File: src/rtl/pio_poll_pkg.sv
// Shared definitions for the edge-capture PIO polling master: FSM states,
// PIO register map and the event record handed to the fabric.
package pio_poll_pkg;

  // Widest word a PIO core provides; event fields are held at this width.
  localparam int unsigned PIO_WORD_W = 32;

  // Word addresses inside the PIO slave.
  localparam logic [1:0] PIO_DATA_ADDR = 2'd0;
  localparam logic [1:0] PIO_EDGE_ADDR = 2'd3;

  typedef enum logic [2:0] {
    ST_IDLE,
    ST_RD_CAP,
    ST_CAP_WAIT,
    ST_CLR,
    ST_RD_DATA,
    ST_DATA_WAIT,
    ST_EVENT
  } poll_state_e;

  typedef struct packed {
    logic [PIO_WORD_W-1:0] edges;
    logic [PIO_WORD_W-1:0] data;
  } pio_event_t;

endpackage

File: src/rtl/poll_interval_timer.sv
// Down-counter that spaces out capture polls. It reloads on 'load',
// counts down while 'enable' is high, and holds at zero once expired.
module poll_interval_timer #(
  parameter int unsigned INTERVAL = 1024
) (
  input  logic clk,
  input  logic reset,
  input  logic load,
  input  logic enable,
  output logic expired
);

  localparam int unsigned CW = (INTERVAL < 2) ? 1 : $clog2(INTERVAL + 1);
  localparam logic [CW-1:0] RELOAD = CW'(INTERVAL);

  logic [CW-1:0] r_count;

  // Reload has priority over counting; the count saturates at zero.
  always_ff @(posedge clk) begin
    if (reset) begin
      r_count <= RELOAD;
    end else if (load) begin
      r_count <= RELOAD;
    end else if (enable && (r_count != '0)) begin
      r_count <= r_count - CW'(1);
    end
  end

  assign expired = (r_count == '0);

endmodule

File: src/rtl/pio_edge_poll_master.sv
// Avalon-MM initiator that polls an edge-capturing PIO slave. A non-zero
// capture word is cleared, the live input word is read, and both are offered
// as one event on a valid/ready stream. Edges that land in the slave between
// the capture read and the clear write (READ_LATENCY+1 cycles) are cleared
// without being reported; that window is accepted behaviour. While an event
// waits for the consumer no polling happens, so the slave keeps
// accumulating edges and nothing is lost to backpressure.
// DATA_WIDTH may be at most 32, the widest PIO word.
module pio_edge_poll_master
  import pio_poll_pkg::*;
#(
  parameter int unsigned DATA_WIDTH    = 32,
  parameter int unsigned POLL_INTERVAL = 1024,
  parameter int unsigned READ_LATENCY  = 1,
  parameter logic [1:0]  CAP_ADDR      = PIO_EDGE_ADDR,
  parameter logic [1:0]  DATA_ADDR     = PIO_DATA_ADDR
) (
  input  logic                  clk,
  input  logic                  reset,
  input  logic                  enable,
  output logic [1:0]            avm_address,
  output logic                  avm_chipselect,
  output logic                  avm_write_n,
  output logic [DATA_WIDTH-1:0] avm_writedata,
  input  logic [DATA_WIDTH-1:0] avm_readdata,
  output logic                  evt_valid,
  input  logic                  evt_ready,
  output logic [DATA_WIDTH-1:0] evt_edges,
  output logic [DATA_WIDTH-1:0] evt_data,
  output logic                  busy
);

  // Wait states run from READ_LATENCY-1 down to 0 (latency 1..4).
  localparam logic [1:0] LAT_LAST = 2'(READ_LATENCY - 1);

  poll_state_e r_state;
  logic [1:0]  r_wait;
  pio_event_t  r_evt;
  logic [1:0]  r_address;
  logic        r_chipselect;
  logic        r_write_n;
  logic        r_evt_valid;
  logic        r_busy;

  logic w_expired;
  logic w_load;
  logic w_countEn;
  logic w_waitDone;
  logic w_readZero;

  assign w_waitDone = (r_wait == 2'd0);
  assign w_readZero = (avm_readdata == '0);
  assign w_load     = (r_state == ST_IDLE) && w_expired && enable;

  // The cycle that hands control back to IDLE already counts as the first
  // idle cycle, so IDLE lasts exactly POLL_INTERVAL cycles between polls.
  assign w_countEn = (r_state == ST_IDLE) ||
                     ((r_state == ST_CAP_WAIT) && w_waitDone && w_readZero) ||
                     ((r_state == ST_EVENT) && evt_ready);

  poll_interval_timer #(
    .INTERVAL(POLL_INTERVAL)
  ) u_timer (
    .clk    (clk),
    .reset  (reset),
    .load   (w_load),
    .enable (w_countEn),
    .expired(w_expired)
  );

  // Poll sequencer; bus strobes and stream outputs are registered so they
  // line up exactly with the state they belong to.
  always_ff @(posedge clk) begin
    if (reset) begin
      r_state      <= ST_IDLE;
      r_wait       <= 2'd0;
      r_evt        <= '0;
      r_address    <= 2'd0;
      r_chipselect <= 1'b0;
      r_write_n    <= 1'b1;
      r_evt_valid  <= 1'b0;
      r_busy       <= 1'b0;
    end else begin
      r_chipselect <= 1'b0;
      r_write_n    <= 1'b1;
      case (r_state)
        ST_IDLE: begin
          if (w_load) begin
            r_state      <= ST_RD_CAP;
            r_address    <= CAP_ADDR;
            r_chipselect <= 1'b1;
            r_busy       <= 1'b1;
          end
        end
        ST_RD_CAP: begin
          r_state <= ST_CAP_WAIT;
          r_wait  <= LAT_LAST;
        end
        ST_CAP_WAIT: begin
          if (w_waitDone) begin
            r_evt.edges <= PIO_WORD_W'(avm_readdata);
            if (w_readZero) begin
              r_state <= ST_IDLE;
              r_busy  <= 1'b0;
            end else begin
              r_state      <= ST_CLR;
              r_address    <= CAP_ADDR;
              r_chipselect <= 1'b1;
              r_write_n    <= 1'b0;
            end
          end else begin
            r_wait <= r_wait - 2'd1;
          end
        end
        ST_CLR: begin
          r_state      <= ST_RD_DATA;
          r_address    <= DATA_ADDR;
          r_chipselect <= 1'b1;
        end
        ST_RD_DATA: begin
          r_state <= ST_DATA_WAIT;
          r_wait  <= LAT_LAST;
        end
        ST_DATA_WAIT: begin
          if (w_waitDone) begin
            r_evt.data  <= PIO_WORD_W'(avm_readdata);
            r_state     <= ST_EVENT;
            r_evt_valid <= 1'b1;
          end else begin
            r_wait <= r_wait - 2'd1;
          end
        end
        ST_EVENT: begin
          if (evt_ready) begin
            r_state     <= ST_IDLE;
            r_evt_valid <= 1'b0;
            r_busy      <= 1'b0;
          end
        end
        default: begin
          r_state     <= ST_IDLE;
          r_evt_valid <= 1'b0;
          r_busy      <= 1'b0;
        end
      endcase
    end
  end

  assign avm_address    = r_address;
  assign avm_chipselect = r_chipselect;
  assign avm_write_n    = r_write_n;
  assign avm_writedata  = '0;
  assign evt_valid      = r_evt_valid;
  assign evt_edges      = r_evt.edges[DATA_WIDTH-1:0];
  assign evt_data       = r_evt.data[DATA_WIDTH-1:0];
  assign busy           = r_busy;

endmodule
File: config.mk
export PLATFORM = sky130hd
export DESIGN_NAME = pio_edge_poll_master
export DESIGN_NICKNAME = d
export VERILOG_FILES = /design/src/rtl/pio_poll_pkg.sv /design/src/rtl/poll_interval_timer.sv /design/src/rtl/pio_edge_poll_master.sv
export SDC_FILE = /design/constraint.sdc
export NUM_CORES = 1
export LEC_CHECK = 0
export ABC_AREA = 1
export ABC_CLOCK_PERIOD_IN_PS = 1600
export CORE_ASPECT_RATIO = 0.9
export CORE_MARGIN = 5
export CORE_UTILIZATION = 40
export CTS_CLUSTER_DIAMETER = 150
export DETAILED_ROUTE_END_ITERATION = 6
export HOLD_SLACK_MARGIN = 0.02
export PLACE_DENSITY = 0.73
export SKIP_CTS_REPAIR_TIMING = 1
export SYNTH_ARGS = -nofsm -noshare
export SYNTH_HDL_FRONTEND = slang
export SYNTH_SLANG_ARGS = --single-unit
export TNS_END_PERCENT = 50
File: constraint.sdc
create_clock -name clk -period 1.6 [get_ports clk]
set_input_delay 0.16 -clock clk [delete_from_list [all_inputs] [get_ports clk]]
set_output_delay 0.16 -clock clk [all_outputs]
set_load 0.005 [all_outputs]
* Yosys cells after proc, flatten, opt, wreduce, memory -nomap -nowiden
Index checks and enable logic that the tools add are counted.
** Storage, ports and cells
- Output and inout bits :: 102
- Register bits after elaboration :: 86
- Bits of input ports :: 36
- Word-level logic and storage cells :: 81
** Cells by class
- Reduce and logical (&&, ||, !) cells :: 28
- Bitwise gates (word level) :: 4
- Add/sub/neg operators :: 2
- Equality and inequality tests :: 13
- Muxes and demuxes :: 24
** Operators by type and width (number)
- 32-bit zero test :: 1
- 3-bit case mux with 7 select lines :: 1
- 3-bit two-way mux :: 4
- 2-bit != test, second input constant :: 6
- 11-bit zero test :: 1
- 11-bit nonzero test :: 1
- 11-bit by 1-bit subtractor with 11-bit output, second input constant :: 1
- 2-bit two-way mux :: 5
- 3-bit equality test, second input constant :: 3
- 1-bit two-way mux :: 9
- 4-bit AND reduction :: 2
- 3-bit by 2-bit equality test with 1-bit output, second input constant :: 2
- 1-bit logical AND :: 6
- 1-bit case mux with 3 select lines :: 2
- 2-bit case mux with 3 select lines :: 1
- 2-bit AND reduction :: 3
- 2-bit OR reduction :: 3
- 5-bit AND reduction :: 1
- 5-bit OR reduction :: 1
- 1-bit NOT :: 4
- 1-bit case mux with 4 select lines :: 1
- 2-bit case mux with 2 select lines :: 1
- 4-bit OR reduction :: 1
- 3-bit by 1-bit equality test with 1-bit output, second input constant :: 1
- other kinds (9) :: 10

* Depth between registers and ports, before layout
Gate-level depths: netlist of the first run.
- Depth after elaboration :: 6
- Mapped depth :: 10
- Gate-level depth less buffers :: 10

* Cells and area by module
From an unflattened synthesis of the first run, not the netlist that was laid out.
** Unflattened totals
- Cells, all modules :: 524
- Area, all modules :: 3868.7 um^2
** Modules (own cells, without submodules)
- pio_edge_poll_master :: cells an instance 432, sequential area each 1481.4 um^2, instances 1, area each 3261.9 um^2
- poll_interval_timer :: cells an instance 92, sequential area each 220.2 um^2, instances 1, area each 606.8 um^2

* Worst setup path before layout of the first run
No wires, ideal clock.
- Path kind :: reg-to-reg
- Start :: reg u_timer.r_count[0]
- End :: reg r_state[0]
- Path buffers :: 0
- Arrival time :: 1.343 ns
- Data required time :: 1.483 ns
- Slack :: 0.140 ns
- Clock period less this slack :: 1.460 ns
- Library setup time :: 0.117 ns
- Cell stages (with the launch flop) :: 10
- Cell sequence :: dfxtp_1 > inv_1 > ha_1 > nand2_2 > nor2_4 > nand3_2 > a21oi_4 > nand2_2 > nor3_1 > nor2_1
** Between the ends
- Longest elaborated chain between the ends :: 5
** Ends and longest elaborated chain
- from (decl) :: RTL line poll_interval_timer.sv:16 : logic [CW-1:0] r_count;
- from (signal assigned) :: RTL line poll_interval_timer.sv:25 : r_count <= r_count - CW'(1);
- 11-bit zero test :: RTL line poll_interval_timer.sv:29 : assign expired = (r_count == '0);
- 1-bit logical AND (2 in a row) :: RTL line pio_edge_poll_master.sv:53 : assign w_load = (r_state == ST_IDLE) && w_expired && enable;
- 2-bit by 1-bit != test with 1-bit output (no line)
- 4-bit AND reduction (no line)
- to (signal assigned) :: RTL line pio_edge_poll_master.sv:75 : r_state <= ST_IDLE;
- to (signal assigned) :: RTL line pio_edge_poll_master.sv:89 : r_state <= ST_RD_CAP;
- to (signal assigned) :: RTL line pio_edge_poll_master.sv:96 : r_state <= ST_CAP_WAIT;
- to (decl) :: RTL line pio_edge_poll_master.sv:36 : poll_state_e r_state;
No other way between the ends.
A chain may end at the register's enable or synchronous reset.

* Worst setup path after layout of the first run
- Start :: reg r_state[1]
- End :: reg u_timer.r_count[3]
** Between the ends
- Longest elaborated chain between the ends :: 6
- Elaborated cells on any way between the ends :: 12
- Classes of those cells :: eq/ne (2); reduce/logical (10)
** Ends and longest elaborated chain
- 3-bit by 2-bit equality test with 1-bit output :: RTL line pio_edge_poll_master.sv:58 : ((r_state == ST_CAP_WAIT) && w_waitDone && w_readZero) ||
- 1-bit logical AND (2 in a row) :: RTL line pio_edge_poll_master.sv:58
- 1-bit logical OR :: RTL line pio_edge_poll_master.sv:57 : assign w_countEn = (r_state == ST_IDLE) ||
- 1-bit logical OR :: RTL line pio_edge_poll_master.sv:58
- 1-bit logical AND :: RTL line poll_interval_timer.sv:24 : end else if (enable && (r_count != '0)) begin
Parallel ways exist; a longest one is shown, timed or not.

==> results.cfg, run 1 <==
[die]
die_w_um = 114
num_rows = 34
pin_count = 138
initial_core_util = 0.405
die-area_um2 = 11800
dieHeight_um = 103
coreArea_um2 = 9570

[clock_network]
cts_root_buf = clkbuf_8
clkTransAtPathRegs_ps = 90
clock_sinks = 85
clk_latency_ps = 350
numCtsBuffers = 9
clk_path_buf_depth = 2
cts_tree = built
htreeDepth = 3

[critical_path]
start_kind = flop
cpMostUsedCell = nand2_4
crit_path_max_fanout = 12
critPathKind = flop to flop
cp_top_family = simple AND/OR/NAND/NOR gates
required_ps = 1880
cp-end-kind = flop
crit-reg2reg-launch = r_state[1]$_SDFFE_PP0P_
cp_slowest_cell = dfxtp_1
critPathBufInv = 2
startpoint = r_state[1]$_SDFFE_PP0P_
max_stage_delay_ps = 420
worst-path-stages = 9
reg2regPathDepth = 9
worstPathArrival_ps = 1780
cp_cell_sequence = inv_2, nor2_4, nand2_4, nor2_8, nand2_4, nand2_8, buf_4, nand3_2, a21oi_1

[cells_and_area]
layoutNonFillerInstCount = 782
fin_nets = 690
drive_above_1_share = 0.148
fin_util = 0.571
finalInstanceArea_um2 = 5460
diodes = 0
final_cell_mix = nor2_1, clkdlybuf4s50_1, dfxtp_1
syn2layout_area_growth_pct = 41.0

[route]
vias = 3650
antenna_left = 0
totalWireLength_um = 10300
viasPerCell = 4.67
drc = 0
drtIter0Drc = 143
dr.pass1.iters = 5
wl_per_cell_um = 13.1

[grt]
grt_usage = 0.174
grt_pass1_vias = 3535
grt_start_max_net_pins = 38
grt_pass1_wl_um = 16600
antenna_found_initial = 0
grt-ovfl-total = 0

[hold_path]
min_path_type = input pin to flop
min_from = avm_readdata[31]
whs_path_depth = 3

[sta]
fin_crit_sh = 0.940
finalSetupTns_ps = 0
fmax_mhz = 665
fin_crit_ps = 1500
clock_skew_ps = 9.24
grt_setup_unrepaired = no
setup_viol = 0
maxSlewViolCount = 0
hold_viol_final = 0

[run_status]
status = finished, final reports clean

[power]
leakage_nw = 2.24
peakVddDrop_mv = 0.700
power_switching_share = 0.393
cell_internal_pwr_mw = 5.14
combPwrFrac = 0.486
net-switching-power_mw = 3.34
powerDensity_nw_per_um2 = 1550
seq_power_share = 0.354
clkPwrFrac = 0.161

[flow_run]
drv_cap = 0

[synthesis]
yosysSeqAreaShare = 0.439
syn_area_um2 = 3870
ys_seq_elements = 85
synth_cell_types = 32
syn-mean-instance-area_um2 = 7.45
yosysWarningCount = 0
netlist_instances = 520

[place]
portBuffers = 105
placed_cell_area_um2 = 5210
place.gp.congestion = 0.847
hpwl_um = 7670
dpl.cell_count = 766
[state kept, by name (all words and copies together) (netlist names)]
signal           flops
evt_data            32
evt_edges           32
u_timer.r_count     11
r_state              3
r_wait               2
avm_address          1
avm_chipselect       1
avm_write_n          1
busy                 1
evt_valid            1
[final timing paths]
kind / end / slack [ps]
setup reg to reg: u_timer.r_count[3]$_SDFFE_PP0P_ / 100
hold / removal: evt_edges[31]$_SDFFE_PP0N_ / 440
setup / recovery: u_timer.r_count[3]$_SDFFE_PP0P_ / 100
hold reg to reg: evt_data[28]$_SDFFE_PP0P_ / 450
[synthesized netlist by cell type, drive strengths merged]
cell type  count  area (µm²)
nand3         17         120
ha             2        25.0
nor2         113         465
a211oi         2        15.0
conb           1        3.75
nand3b         1        7.51
or2            1        6.26
buf           47         335
nand4          5        31.3
clkbuf         9        33.8
inv           56         210
a31oi          1        6.26
o21ai         70         350
nor3           5        25.0
o211ai         1        7.51
a21oi         48         252
nand2         49         216
dfxtp         85        1700
xnor2          3        26.3
xor2           3        26.3
a22oi          1        7.51
[stage by stage]
stage / power, mW / hold WS, ps / worst slack (ps)
global placement: 6.76 / 429 / -246
finish: 8.48 / 437 / 95.6
floorplan: 5.39 / 229 / 140
CTS: 8.27 / 426 / 1.05
detailed placement: 6.88 / 434 / -280
global route: 9.13 / 462 / 5.14
[per-layer routing]
layer	wire length, µm	vias to the layer above	GRT usage
met4	187	0	0.0619
li1	-	1858	-
met2	4870	111	0.290
met1	4550	1668	0.216
met5	0	-	0
met3	671	13	0.0489
[power groups by stage]
stage | logic [mW] | registers [mW] | clock network (mW)
global route | 4.56 | 3.07 | 1.51
CTS | 3.90 | 2.97 | 1.40
floorplan | 2.41 | 2.98 | 0
global placement | 3.77 | 2.99 | 0
finish | 4.12 | 3.00 | 1.37
detailed placement | 3.87 | 3.01 | 0
[cells by family (layout without fill, tap and decap cells)]
kind of cell	after synthesis	after routing	share of synthesized area
xor gates and xnor gates	6	6	0.0136
adders and majority gates	2	2	0.00646
DFF	85	85	0.439
and+or+nand+nor	191	191	0.225
AOI/OAI and AO/OA	123	123	0.165
buffers and inverters	112	217	0.150
other	1	32	0.000968
[worst register-to-register path, stage by stage, from the launching register on]
cell and delay, ps:
dfxtp_1 420, inv_2 100, nor2_4 130, nand2_4 110, nor2_8 150, nand2_4 80
nand2_8 110, buf_4 130, nand3_2 50, a21oi_1 150
[cell type report]
cell class / count / area (µm²)
clock buffers: 9 / 124
fillers: 889 / 4110
well taps: 126 / 158
multi-input cells: 354 / 1780
repair buffers: 146 / 1430
inverters: 56 / 210
clock inverters: 6 / 48.8
flip-flops and latches: 85 / 1710
Power figures use the tool's default switching activity.
==> inputs of run 2 (changes only) <==
Settings changed: ABC_CLOCK_PERIOD_IN_PS 1600 to 1200, CTS_CLUSTER_SIZE set to 20, PLACE_DENSITY 0.73 to 0.75.
Clock period 1.6 ns to 1.2 ns, I/O delays scaled along.
==> run 2 against run 1 <==
The flow now finishes with violations (negative setup slack). Global-route usage up 0.73 points. First-iteration DRC count increased by 29%. Via count grew 14%. Sequential cell count unchanged. Clock skew about the same. Clock-buffer cell count unchanged. Clock power up 56%. Sequential share of layout area down 5.1 points. Total power rose by 67%. Worst setup slack got worse by 390 ps. Cell area grew 23%. Utilization grew 13 points. Largest cell class unchanged.
==> results.cfg, run 2 (same netlist as run 1, synthesis figures left out) <==
[run_status]
status = finished with violations
violations = negative setup slack

[place]
dpl.cell_count = 806
hpwl_um = 7900
portBuffers = 105
place.gp.congestion = 0.951
pre_cts_slack_ps = -622

[sta]
fin_crit_sh = 1.25
fin_crit_ps = 1490
clock_skew_ps = 9.06
setup_viol = 85
hold_viol_final = 0
finalSetupTns_ps = -14860
grt_setup_unrepaired = yes
fmax_mhz = 669
setup_ws_ps = -295
maxSlewViolCount = 0

[clock_network]
clock_sinks = 85
cts_tree = built
clk_path_buf_depth = 2
cts_root_buf = clkbuf_8
htreeDepth = 3
clk_latency_ps = 370
clkTransAtPathRegs_ps = 90
numCtsBuffers = 9

[critical_path]
critPathBufInv = 4
max_stage_delay_ps = 330
critPathKind = flop to flop
cp_slowest_cell = dfxtp_2
cp-end-kind = flop
crit_path_max_fanout = 3
worstPathArrival_ps = 1810
cp_cell_sequence = inv_2, ha_4, nand2_4, nor2_4, nand3_2, a21oi_4, buf_6, buf_4, o211ai_1, inv_1
required_ps = 1510
cp_top_family = buffers and inverters
start_kind = flop

[die]
dieHeight_um = 103
die-area_um2 = 11800
initial_core_util = 0.405
num_rows = 34
pin_count = 138
die_w_um = 114
coreArea_um2 = 9570

[grt]
grt_usage = 0.181
grt-ovfl-total = 0
grt_start_max_net_pins = 65
grt_pass1_wl_um = 17200
grt_pass1_vias = 3697
antenna_found_initial = 0

[route]
antenna_left = 0
viasPerCell = 4.93
wl_per_cell_um = 16.2
dr_wl_met3_um = 1080
dr_wl_met2_um = 7180
drc = 0
totalWireLength_um = 13600
vias = 4149
wl_met1_um = 5160
dr.pass1.iters = 7
drtIter0Drc = 184
highest_layer = met4

[power]
seq_power_share = 0.284
combPwrFrac = 0.565
net-switching-power_mw = 5.70
clkPwrFrac = 0.151
power_switching_share = 0.402
powerDensity_nw_per_um2 = 2110
leakage_nw = 3.94
cell_internal_pwr_mw = 8.48
peakVddDrop_mv = 1.16

[cells_and_area]
fin_util = 0.702
regArea_um2 = 1760
multiInputGateArea_um2 = 2200
layoutNonFillerInstCount = 842
layout_commonest_cell = buf_4
nFillCells = 696
final_cell_mix = buf_4, dlymetal6s2s_1, nor2_1
fin_nets = 749
syn2layout_area_growth_pct = 73.6
diodes = 0
drive_above_1_share = 0.412

[flow_run]
drv_cap = 0

[hold_path]
min_path_type = input pin to flop
[run 2: changes by cell type in the layout (fill, tap and decap cells not counted), moves of 26 or more]
cell             previous run  this run
dfxtp_1                    81        42
buf_4                      35        77
nor2_1                    105        67
dlymetal6s2s_1              0        71
o21ai_2                     1        27
o21ai_0                    68        37
nor2_2                      4        35
clkdlybuf4s50_1           105        34
dfxtp_2                     4        41
[run 2: power by group through the flow]
| stage | registers, mW | clock network, mW | logic, mW |
|---|---|---|---|
| 6_report | 4.02 | 2.14 | 8.01 |
| 5_1_grt | 4.10 | 2.30 | 8.61 |
| 4_1_cts | 3.88 | 2.18 | 6.34 |
| 3_5_place_dp | 3.93 | 0 | 6.28 |
| 3_3_place_gp | 3.91 | 0 | 6.08 |
| 2_1_floorplan | 3.98 | 0 | 3.39 |
[run 2: final timing paths]
check	start	endpoint	slack (ps)	cells after the start
max	u_timer.r_count[0]$_SDFFE_PP0P_	r_state[2]$_SDFFE_PP0P_	-290	10
min	avm_readdata[20]	evt_edges[20]$_SDFFE_PP0N_	190	4
max reg2reg	u_timer.r_count[0]$_SDFFE_PP0P_	r_state[2]$_SDFFE_PP0P_	-290	10
min reg2reg	evt_data[25]$_SDFFE_PP0P_	evt_data[25]$_SDFFE_PP0P_	440	2
[run 2: final cells by class]
| cell class | instances | area share |
|---|---|---|
| Sequential cell | 85 | 0.262 |
| Clock inverter | 7 | 0.0121 |
| Tap cell | 126 | 0.0235 |
| Inverter | 56 | 0.0324 |
| Multi-Input combinational cell | 355 | 0.327 |
| Timing Repair Buffer | 204 | 0.325 |
| Clock buffer | 9 | 0.0184 |
[run 2: worst min-delay path: stages]
cell	delay (ps)
dlymetal6s2s_1	130
buf_4	140
nor2_1	40
nor2_1	90
[run 2: per-layer routing]
layer | up-vias | global-route usage
met5 | - | 0
met2 | 149 | 0.311
met1 | 1996 | 0.216
met3 | 21 | 0.0698
li1 | 1983 | -
met4 | 0 | 0.0425
[run 2: through the flow]
step | power [mW] | hold WS (ps) | area (µm²)
floorplan | 7.37 | 189 | 4040
global placement | 9.99 | 429 | 5570
detailed placement | 10.2 | 434 | 5570
CTS | 12.4 | 382 | 5770
global route | 15.0 | 205 | 6720
finish | 14.2 | 193 | 6720
